<file path="src/rtl/fifo_pkg.sv">
// Shared definitions for the FIFO read-side packer.
//   BEATW       : width of one packed beat at the default configuration
//   cntw()      : width of a fill counter for a given PACK
//   keep_mask() : lane-keep mask with the low n bits set (callers slice to PACK)
package fifo_pkg;

  localparam int DATASIZE_DEF = 8;
  localparam int PACK_DEF     = 4;
  localparam int BEATW        = DATASIZE_DEF * PACK_DEF;
  localparam int MAXPACK      = 32;

  function automatic int cntw(input int pack);
    return (pack > 1) ? $clog2(pack) : 1;
  endfunction

  localparam int CNTW_DEF = cntw(PACK_DEF);

  function automatic logic [MAXPACK-1:0] keep_mask(input int n);
    logic [MAXPACK-1:0] k;
    k = '0;
    for (int i = 0; i < MAXPACK; i++)
      if (i < n) k[i] = 1'b1;
    return k;
  endfunction

endpackage

</file>
<file path="src/rtl/fifo_rd_packer_if.sv">
// Packed-beat valid/ready bus.
//   m_data  : PACK lanes of DATASIZE bits, lane 0 in the LSBs
//   m_keep  : per-lane valid mask
//   m_last  : beat was closed by a flush
//   m_valid : beat available (producer -> consumer)
//   m_ready : consumer accepts the beat (consumer -> producer)
interface fifo_rd_packer_if #(
  parameter int DATASIZE = 8,
  parameter int PACK     = 4
);
  logic [DATASIZE*PACK-1:0] m_data;
  logic [PACK-1:0]          m_keep;
  logic                     m_last;
  logic                     m_valid;
  logic                     m_ready;

  modport master (output m_data, m_keep, m_last, m_valid, input m_ready);
  modport slave  (input m_data, m_keep, m_last, m_valid, output m_ready);
endinterface

</file>
<file path="src/rtl/pack_out_reg.sv">
// Output beat register with valid/ready hold.
//   clk, rst       : clock, synchronous active-high reset
//   load, ld_*     : new beat to capture (caller only loads when out_free=1)
//   m_*            : registered beat toward the consumer
//   out_free       : register empty or being drained this cycle
module pack_out_reg #(
  parameter int BEATW = 32,
  parameter int PACK  = 4
) (
  input  logic             clk,
  input  logic             rst,
  input  logic             load,
  input  logic [BEATW-1:0] ld_data,
  input  logic [PACK-1:0]  ld_keep,
  input  logic             ld_last,
  input  logic             m_ready,
  output logic [BEATW-1:0] m_data,
  output logic [PACK-1:0]  m_keep,
  output logic             m_last,
  output logic             m_valid,
  output logic             out_free
);

  assign out_free = !m_valid | m_ready;

  always_ff @(posedge clk) begin
    if (rst) begin
      m_valid <= 1'b0;
      m_data  <= '0;
      m_keep  <= '0;
      m_last  <= 1'b0;
    end else if (load) begin
      // Load may coincide with acceptance of the previous beat: no bubble.
      m_valid <= 1'b1;
      m_data  <= ld_data;
      m_keep  <= ld_keep;
      m_last  <= ld_last;
    end else if (m_ready) begin
      m_valid <= 1'b0;
    end
  end

endmodule

</file>
<file path="src/rtl/fifo_rd_packer.sv">
// Packs PACK consecutive async-FIFO read words into one wide beat.
//   rclk, rrst     : read-domain clock, synchronous active-high reset
//   rdata, rempty  : FIFO head word and empty flag
//   rinc           : pop request (combinational, never while rempty=1)
//   flush          : one-cycle request to emit the partial beat
//   fill           : words currently held in the accumulator
//   m              : packed-beat master bus
module fifo_rd_packer
  import fifo_pkg::*;
#(
  parameter int DATASIZE = 8,
  parameter int PACK     = 4,
  parameter int CNTW     = cntw(PACK)
) (
  input  logic                rclk,
  input  logic                rrst,
  input  logic [DATASIZE-1:0] rdata,
  input  logic                rempty,
  output logic                rinc,
  input  logic                flush,
  output logic [CNTW-1:0]     fill,
  fifo_rd_packer_if.master    m
);

  localparam int BW = DATASIZE * PACK;
  localparam logic [CNTW-1:0] LAST = CNTW'(PACK - 1);

  logic [PACK-1:0][DATASIZE-1:0] acc, acc_wr, flush_data;
  logic [PACK-1:0]    keep, ld_keep;
  logic [MAXPACK-1:0] km;
  logic [BW-1:0]      ld_data;
  logic flush_pend, out_free, complete, flush_go, load, ld_last;

  // The last lane may only be written when the finished beat has somewhere
  // to go; earlier lanes keep filling under backpressure.
  assign rinc     = !rrst & !rempty & !flush_pend & ((fill < LAST) | out_free);
  assign complete = rinc & (fill == LAST);
  assign flush_go = flush_pend & out_free;
  assign load     = complete | (flush_go & (fill != '0));

  assign km   = keep_mask(int'(fill));
  assign keep = km[PACK-1:0];

  generate
    if (PACK < MAXPACK) begin : g_km_sink
      logic km_unused;
      assign km_unused = &{1'b0, km[MAXPACK-1:PACK]};
    end
  endgenerate

  always_comb begin
    acc_wr = acc;
    if (rinc) acc_wr[fill] = rdata;
  end

  for (genvar i = 0; i < PACK; i++) begin : g_lane
    assign flush_data[i] = keep[i] ? acc[i] : '0;
  end

  always_comb begin
    ld_data = flush_data;
    ld_keep = keep;
    ld_last = 1'b1;
    if (complete) begin
      ld_data = acc_wr;
      ld_keep = '1;
      ld_last = flush;   // a flush landing on the final word just tags the beat
    end
  end

  always_ff @(posedge rclk) begin
    if (rrst) begin
      acc        <= '0;
      fill       <= '0;
      flush_pend <= 1'b0;
    end else if (flush_go) begin
      // rinc is held low while pending, so no pop can race this clear.
      // A flush seen in this cycle is absorbed.
      acc        <= '0;
      fill       <= '0;
      flush_pend <= 1'b0;
    end else begin
      if (complete) begin
        acc  <= '0;
        fill <= '0;
      end else if (rinc) begin
        acc  <= acc_wr;
        fill <= fill + 1'b1;
      end
      if (flush && !complete) flush_pend <= 1'b1;
    end
  end

  pack_out_reg #(.BEATW(BW), .PACK(PACK)) u_out (
    .clk      (rclk),
    .rst      (rrst),
    .load     (load),
    .ld_data  (ld_data),
    .ld_keep  (ld_keep),
    .ld_last  (ld_last),
    .m_ready  (m.m_ready),
    .m_data   (m.m_data),
    .m_keep   (m.m_keep),
    .m_last   (m.m_last),
    .m_valid  (m.m_valid),
    .out_free (out_free)
  );

endmodule
</file>
<file path="src/flat_wrapper.sv">
// flat-port wrapper written by rule: the top's interface ports become plain ports
module fifo_rd_packer_flat import fifo_pkg::*;
#(
  parameter int DATASIZE = 8,
  parameter int PACK     = 4,
  parameter int CNTW     = cntw(PACK)
)
  (rclk, rrst, rdata, rempty, rinc, flush, fill, m_m_data, m_m_keep, m_m_last, m_m_valid, m_m_ready);
  fifo_rd_packer_if #(.DATASIZE(DATASIZE), .PACK(PACK)) m_i ();
  input  logic rclk;
  input  logic rrst;
  input  logic [DATASIZE-1:0] rdata;
  input  logic rempty;
  output logic rinc;
  input  logic flush;
  output logic [CNTW-1:0] fill;
  output wire logic [$bits(m_i.m_data)-1:0] m_m_data;
  output wire logic [$bits(m_i.m_keep)-1:0] m_m_keep;
  output wire logic [$bits(m_i.m_last)-1:0] m_m_last;
  output wire logic [$bits(m_i.m_valid)-1:0] m_m_valid;
  input wire logic [$bits(m_i.m_ready)-1:0] m_m_ready;
  assign m_m_data = m_i.m_data;
  assign m_m_keep = m_i.m_keep;
  assign m_m_last = m_i.m_last;
  assign m_m_valid = m_i.m_valid;
  assign m_i.m_ready = m_m_ready;
  fifo_rd_packer #(.DATASIZE(DATASIZE), .PACK(PACK), .CNTW(CNTW)) u_core (.rclk(rclk), .rrst(rrst), .rdata(rdata), .rempty(rempty), .rinc(rinc), .flush(flush), .fill(fill), .m(m_i));
endmodule
</file>
<file path="config.mk">
export PLATFORM = sky130hd
export DESIGN_NAME = fifo_rd_packer_flat
export DESIGN_NICKNAME = d
export VERILOG_FILES = /design/src/rtl/fifo_pkg.sv /design/src/rtl/fifo_rd_packer_if.sv /design/src/rtl/pack_out_reg.sv /design/src/rtl/fifo_rd_packer.sv /design/src/flat_wrapper.sv
export SDC_FILE = /design/constraint.sdc
export NUM_CORES = 1
export LEC_CHECK = 0
export CORE_ASPECT_RATIO = 2
export CORE_UTILIZATION = 45
export DETAILED_ROUTE_END_ITERATION = 10
export DONT_BUFFER_PORTS = 1
export PLACE_DENSITY = 0.67
export SYNTH_ARGS = -nofsm -noshare
export SYNTH_HDL_FRONTEND = slang
export SYNTH_SLANG_ARGS = --single-unit
</file>
<file path="constraint.sdc">
create_clock -name rclk -period 2.1 [get_ports rclk]
set_input_delay 0 -clock rclk [delete_from_list [all_inputs] [get_ports rclk]]
set_output_delay 0 -clock rclk [all_outputs]
set_load 0.02 [all_outputs]
</file>
# Yosys cells after proc, flatten, opt, wreduce, memory -nomap -nowiden
# Cells that the tools add are included.
# Widths: inputs -> output; s select.
[totals]
regBits = 73
in_bits = 13
output_inout_bits = 41
word_cells = 53
[op_classes]
n_addsub = 1
magnitude_cmp = 6
eq_ne = 1
mux = 15
bitwise_logic = 9
n_reduce_logical = 11
[ops]
columns = ["cell", "count"]
rows = [
  ["$mux 32", 2],
  ["$bwmux 32", 1],
  ["$mux 8", 4],
  ["$demux 8 s2", 1],
  ["$and 1x1->1", 6],
  ["$mux 1", 6],
  ["$logic_not 1->1", 5],
  ["$lt 1x2->1 const A", 2],
  ["$mux 4", 1],
  ["$reduce_bool 2->1", 2],
  ["$lt 2x3->1 const B", 1],
  ["$or 1x1->1", 3],
  ["$reduce_or 3->1", 1],
  ["$add 2x1->2 const B", 1],
  ["$eq 2x2->1 const B", 1],
  ["$ge 2x1->1 const B", 1],
  ["$logic_and 1x1->1", 2],
  ["$lt 2x2->1 const A", 1],
  ["$lt 2x2->1 const B", 1],
  ["$reduce_or 2->1", 1],
]

# Longest topological paths before layout
[logic_depth]
ltp_word = 7
mapped_depth = 9
ltp_nobuf = 6

# Hierarchy
# Synthesis repeated with hierarchy kept, for this count alone.
[hier_totals]
hier_cells = 328
area_unflattened_um2 = 3153.0
[by_module_without_submodules]
columns = ["module", "instances", "cells_each", "area_each_um2", "seq_area_each_um2"]
rows = [
  ["fifo_rd_packer", 1, 205, 1791.7, 540.5],
  ["pack_out_reg", 1, 123, 1361.3, 760.7],
]

# Worst setup path after synthesis
# No wires, ideal clock.
[synth_timing]
path_type = "register to register"
from = "register u_core.fill[1]"
to = "register u_core.u_out.m_data[16]"
setup_time_ps = 124
t_arrival_ps = 2071
required_time_ps = 1976
setup_slack_ps = -94
path_stages_with_launch = 10
path_buffers = 3
synth_period_minus_slack_ps = 2194
path_cell_list = "dfxtp_1 clkbuf_1 inv_1 ha_1 nand2b_1 nand2b_1 clkbuf_1 and3_1 buf_2 o2bb2ai_1"
[synth_via]
elab_chain_cells = 7
word_cells_on_any_way = 19
cone_classes = "4 x order compare; 1 x eq/ne; 7 x mux; 5 x bitwise; 2 x reduce/logical"
[synth_lines]
columns = ["item", "line_no", "rtl"]
rows = [
  ["start, declared", "fifo_rd_packer.sv:21", "output logic [CNTW-1:0] fill,"],
  ["start signal, assigned", "fifo_rd_packer.sv:88", "fill <= fill + 1'b1;"],
  ["$lt 2x3->1 (implied by the code) / $ge 2x1->1 (equally long branches)", "fifo_rd_packer.sv:53", "if (rinc) acc_wr[fill] = rdata;"],
  ["$logic_and 1x1->1 (implied by the code)", "fifo_rd_packer.sv:53", ""],
  ["$mux 8 (implied by the code)", "fifo_rd_packer.sv:53", ""],
  ["$demux 8 s2", "n/a", ""],
  ["$bwmux 32", "fifo_rd_packer.sv:53", ""],
  ["$mux 32", "fifo_rd_packer.sv:53", ""],
  ["$mux 32", "fifo_rd_packer.sv:64", "if (complete) begin"],
  ["end signal, assigned", "pack_out_reg.sv:35", "m_data <= ld_data;"],
  ["end, declared", "pack_out_reg.sv:17", "output logic [BEATW-1:0] m_data,"],
]
# Several ways; a longest one is shown, not always the timed one.
# A chain may end at the register's enable or synchronous reset.

# Worst setup path in the final report
[layout_timing]
from = "register u_core.fill[1]"
to = "register u_core.u_out.m_data[19]"
# Same word-level chain as after synthesis.

==> Implementation_results.wiki <==
{| class="wikitable"
! Metric !! Value
|-
| Yosys warning count || 0
|-
| Antenna violations before repair || 0
|-
| Largest net degree at the start of global routing || 33
|-
| Starting density of the core || 0.475
|-
| Number of buffers added by the clock tree synthesis step || 9
|-
| Final worst path period need || a little under 2 ns
|-
| EDFF count, synth || 0
|-
| Data required time of the worst path || 2.31 ns
|-
| CP startpoint || u_core.fill[1]$_SDFFE_PP0N_
|-
| Outcome || finished, final reports clean
|-
| DRC violations left || 0
|-
| Setup repair after global routing missed its margin || no
|-
| Area growth from synthesis to layout || 14.3%
|-
| FFs w/ async S/R, synth || 0
|-
| Avg Synthesized Cell Area || between 10 and 15 µm²
|-
| Fmax || 512 MHz
|-
| CTS tree || built
|-
| Share of cells above drive strength 1 || 0.154
|-
| Final count of hold timing violations || 0
|-
| Post-synthesis net count || about 280
|-
| DRC marker count from the first detailed-route iteration || 60
|-
| Number of iterations in the first detailed-routing pass || 4
|-
| Worst supply voltage drop on vdd || 615 µV
|-
| Post-synthesis cell count || 257
|-
| Reported max-cap violation count || 0
|-
| Top-level I/O count || 54
|-
| Power share of the sequential group || 0.560
|-
| Min-Delay Path Depth || 4
|-
| Worst setup skew after layout || around 0.0068 ns
|-
| Power Internal || around 1.7 mW
|-
| Summed instance area of the synthesized netlist || 0.00260 mm²
|-
| Via count of the first global-routing pass || 1876
|-
| Clk sinks || 65
|-
| HPWL reported at the end of detailed placement || ~4100 µm
|-
| WP data arrival || 2.16 ns
|-
| H-Tree Level Count || 3
|-
| Class of the tightest hold or removal check || in2reg
|-
| # diodes || 0
|-
| Max transition margin || 0.736
|-
| Global-route wire length before repair || 9740 µm
|-
| Core Box Area || 0.00547 mm²
|-
| Hold Slack || 0.0155 ns
|-
| Floorplan row count || 38
|-
| Proportion of synthesized chip area in sequential cells || 0.501
|-
| Combinational share of power || 0.078
|-
| Skew-Pair Late Insertion Delay || 0.34 ns
|-
| Count of endpoints failing setup in the final report || 0
|-
| Die H || 109 µm
|-
| Share of the cycle needed by the critical path after routing || 0.929
|-
| Slew @ Worst Pin || approximately 0.4 ns
|-
| Classification of the worst setup path || reg2reg
|-
| Most common flop cell mapped by yosys || dfxtp_1
|-
| Worst setup SP type || flop
|-
| Source of the worst register-to-register timing path || u_core.fill[1]$_SDFFE_PP0N_
|-
| Clk buf depth || 2
|-
| R2R cell count || 7
|-
| Static power due to leakage || 1.28 nW
|-
| Sw Pwr || 0.548 mW
|-
| Distinct cell type count after synthesis || 29
|-
| Die Footprint || 0.00610 mm²
|-
| All-Layer GR Usage || 0.214
|-
| Final Max Tran Viols || 0
|-
| Post-CTS setup buffer count || 0
|-
| Post-synthesis sequential element count || 65
|-
| IO Port Bufs || 0
|-
| Most common library cell in the layout ignoring fill and taps || dfxtp_1
|-
| Biggest fanout along the worst timing path || 13
|-
| Avg Vias per Cell || 5.60
|-
| Most used cells in the layout excluding fill and tap cells || 64 x dfxtp_1, 50 x nor2_1, 31 x mux2i_1, 16 x a21oi_1, 14 x nand2_1
|-
| Placer's final routability congestion estimate || 0.772
|-
| Die width || between 50 and 60 µm
|-
| Sum of routed wire length over all layers || roughly 6000 µm
|-
| Number of nets in the layout || between 200 and 300
|-
| Origin of the worst min-delay path || rempty
|-
| Root Driver || clkbuf_8
|-
| PwrDens || 764 mW/mm²
|-
| Sum of negative setup slack || 0 ns
|-
| Worst setup EP type || flop
|-
| Share of power burned in the clock network || 0.363
|-
| Remaining antenna violation count || 0
|-
| Total number of vias || 1900
|-
| Avg WL per Cell || 18.0 µm
|-
| Grt total ovfl || 0
|-
| Switching portion of total power || 0.242
|-
| Clock slew seen by the registers of the worst setup and hold paths || about 0.060 ns
|}
-- synth_stat cells (all sizes together) (2+ instances only) --
cell type	instances	area, µm²
mux2i	31	310
nor3	2	10.0
a22oi	8	60.1
inv	4	15.0
nand2	14	52.6
ha	6	75.1
clkbuf	5	18.8
buf	10	75.1
nand2b	4	32.5
o2bb2ai	8	70.1
nand3	14	90.1
dfxtp	65	1300
a21oi	17	96.4
a2111oi	7	105
nor2	51	199
nand3b	3	22.5
-- cell families after synthesis --
family                     Yosys count  share of synthesized area
AOI/OAI and AO/OA                   44                      0.139
xor gates and xnor gates             1                    0.00337
adders and majority gates            6                     0.0289
buffers and inverters               19                     0.0419
DFF                                 65                      0.501
muxes                               31                      0.119
and+or+nand+nor                     91                      0.167
-- worst paths after layout --
check / to / slack, ns
setup / recovery: u_core.u_out.m_data[19]$_SDFFE_PP0P_ / 0.15
hold / removal: u_core.fill[1]$_SDFFE_PP0N_ / 0.02
setup reg to reg: u_core.u_out.m_data[19]$_SDFFE_PP0P_ / 0.15
hold reg to reg: u_core.u_out.m_data[8]$_SDFFE_PP0P_ / 0.48
-- timing repair --
action | in CTS | in global routing
pin swaps | 0 | 1
hold buffers | 12 | 0
endpoints found under the setup margin | 15 | 7
endpoints found under the hold margin | 63 | 0
gates resized for setup | 2 | 3
-- power groups by stage --
stage | clock network (mW) | logic (mW) | registers [mW]
CTS | 0.843 | 0.177 | 1.27
global placement | 0 | 0.128 | 1.30
floorplan | 0 | 0.108 | 1.30
finish | 0.822 | 0.177 | 1.27
detailed placement | 0 | 0.130 | 1.30
global route | 0.898 | 0.192 | 1.27
-- layout make-up --
cell class	instances	area, µm²
clock buffers	10	128
clock inverters	2	10.0
inverters	4	15.0
repair buffers	25	244
well taps	60	75.1
fillers	505	2500
flip-flops and latches	65	1310
multi-input cells	173	1190
-- through the flow --
stage               setup WS (ns)  std cells  total power [mW]  area, µm²   util
floorplan                 0.00989        257              1.40       2600      -
global placement         -0.00930        315              1.42       2690  0.492
detailed placement        -0.0439        315              1.43       2690  0.492
CTS                        0.0617        339              2.29       2960  0.541
global route               0.0139        339              2.36       2970  0.543
finish                      0.149        339              2.27       2970  0.543
-- critical path, cell delays in order (launching register included) --
cell	delay [ns]
dfxtp_1	0.34
buf_4	0.23
inv_1	0.08
ha_1	0.19
nand2b_1	0.23
nand2b_2	0.27
and3_1	0.31
o2bb2ai_1	0.17
-- routing by layer --
metal  vias to the layer above  part of all wire  GRT usage  wire [µm]
met3                        13             0.055     0.0635        335
met4                         0             0.025      0.113        153
li1                        940                 -          -          -
met5                         -                 0          0          0
met1                       897              0.40      0.231       2470
met2                        50              0.51      0.375       3140
(Power assumes the default switching activity.)
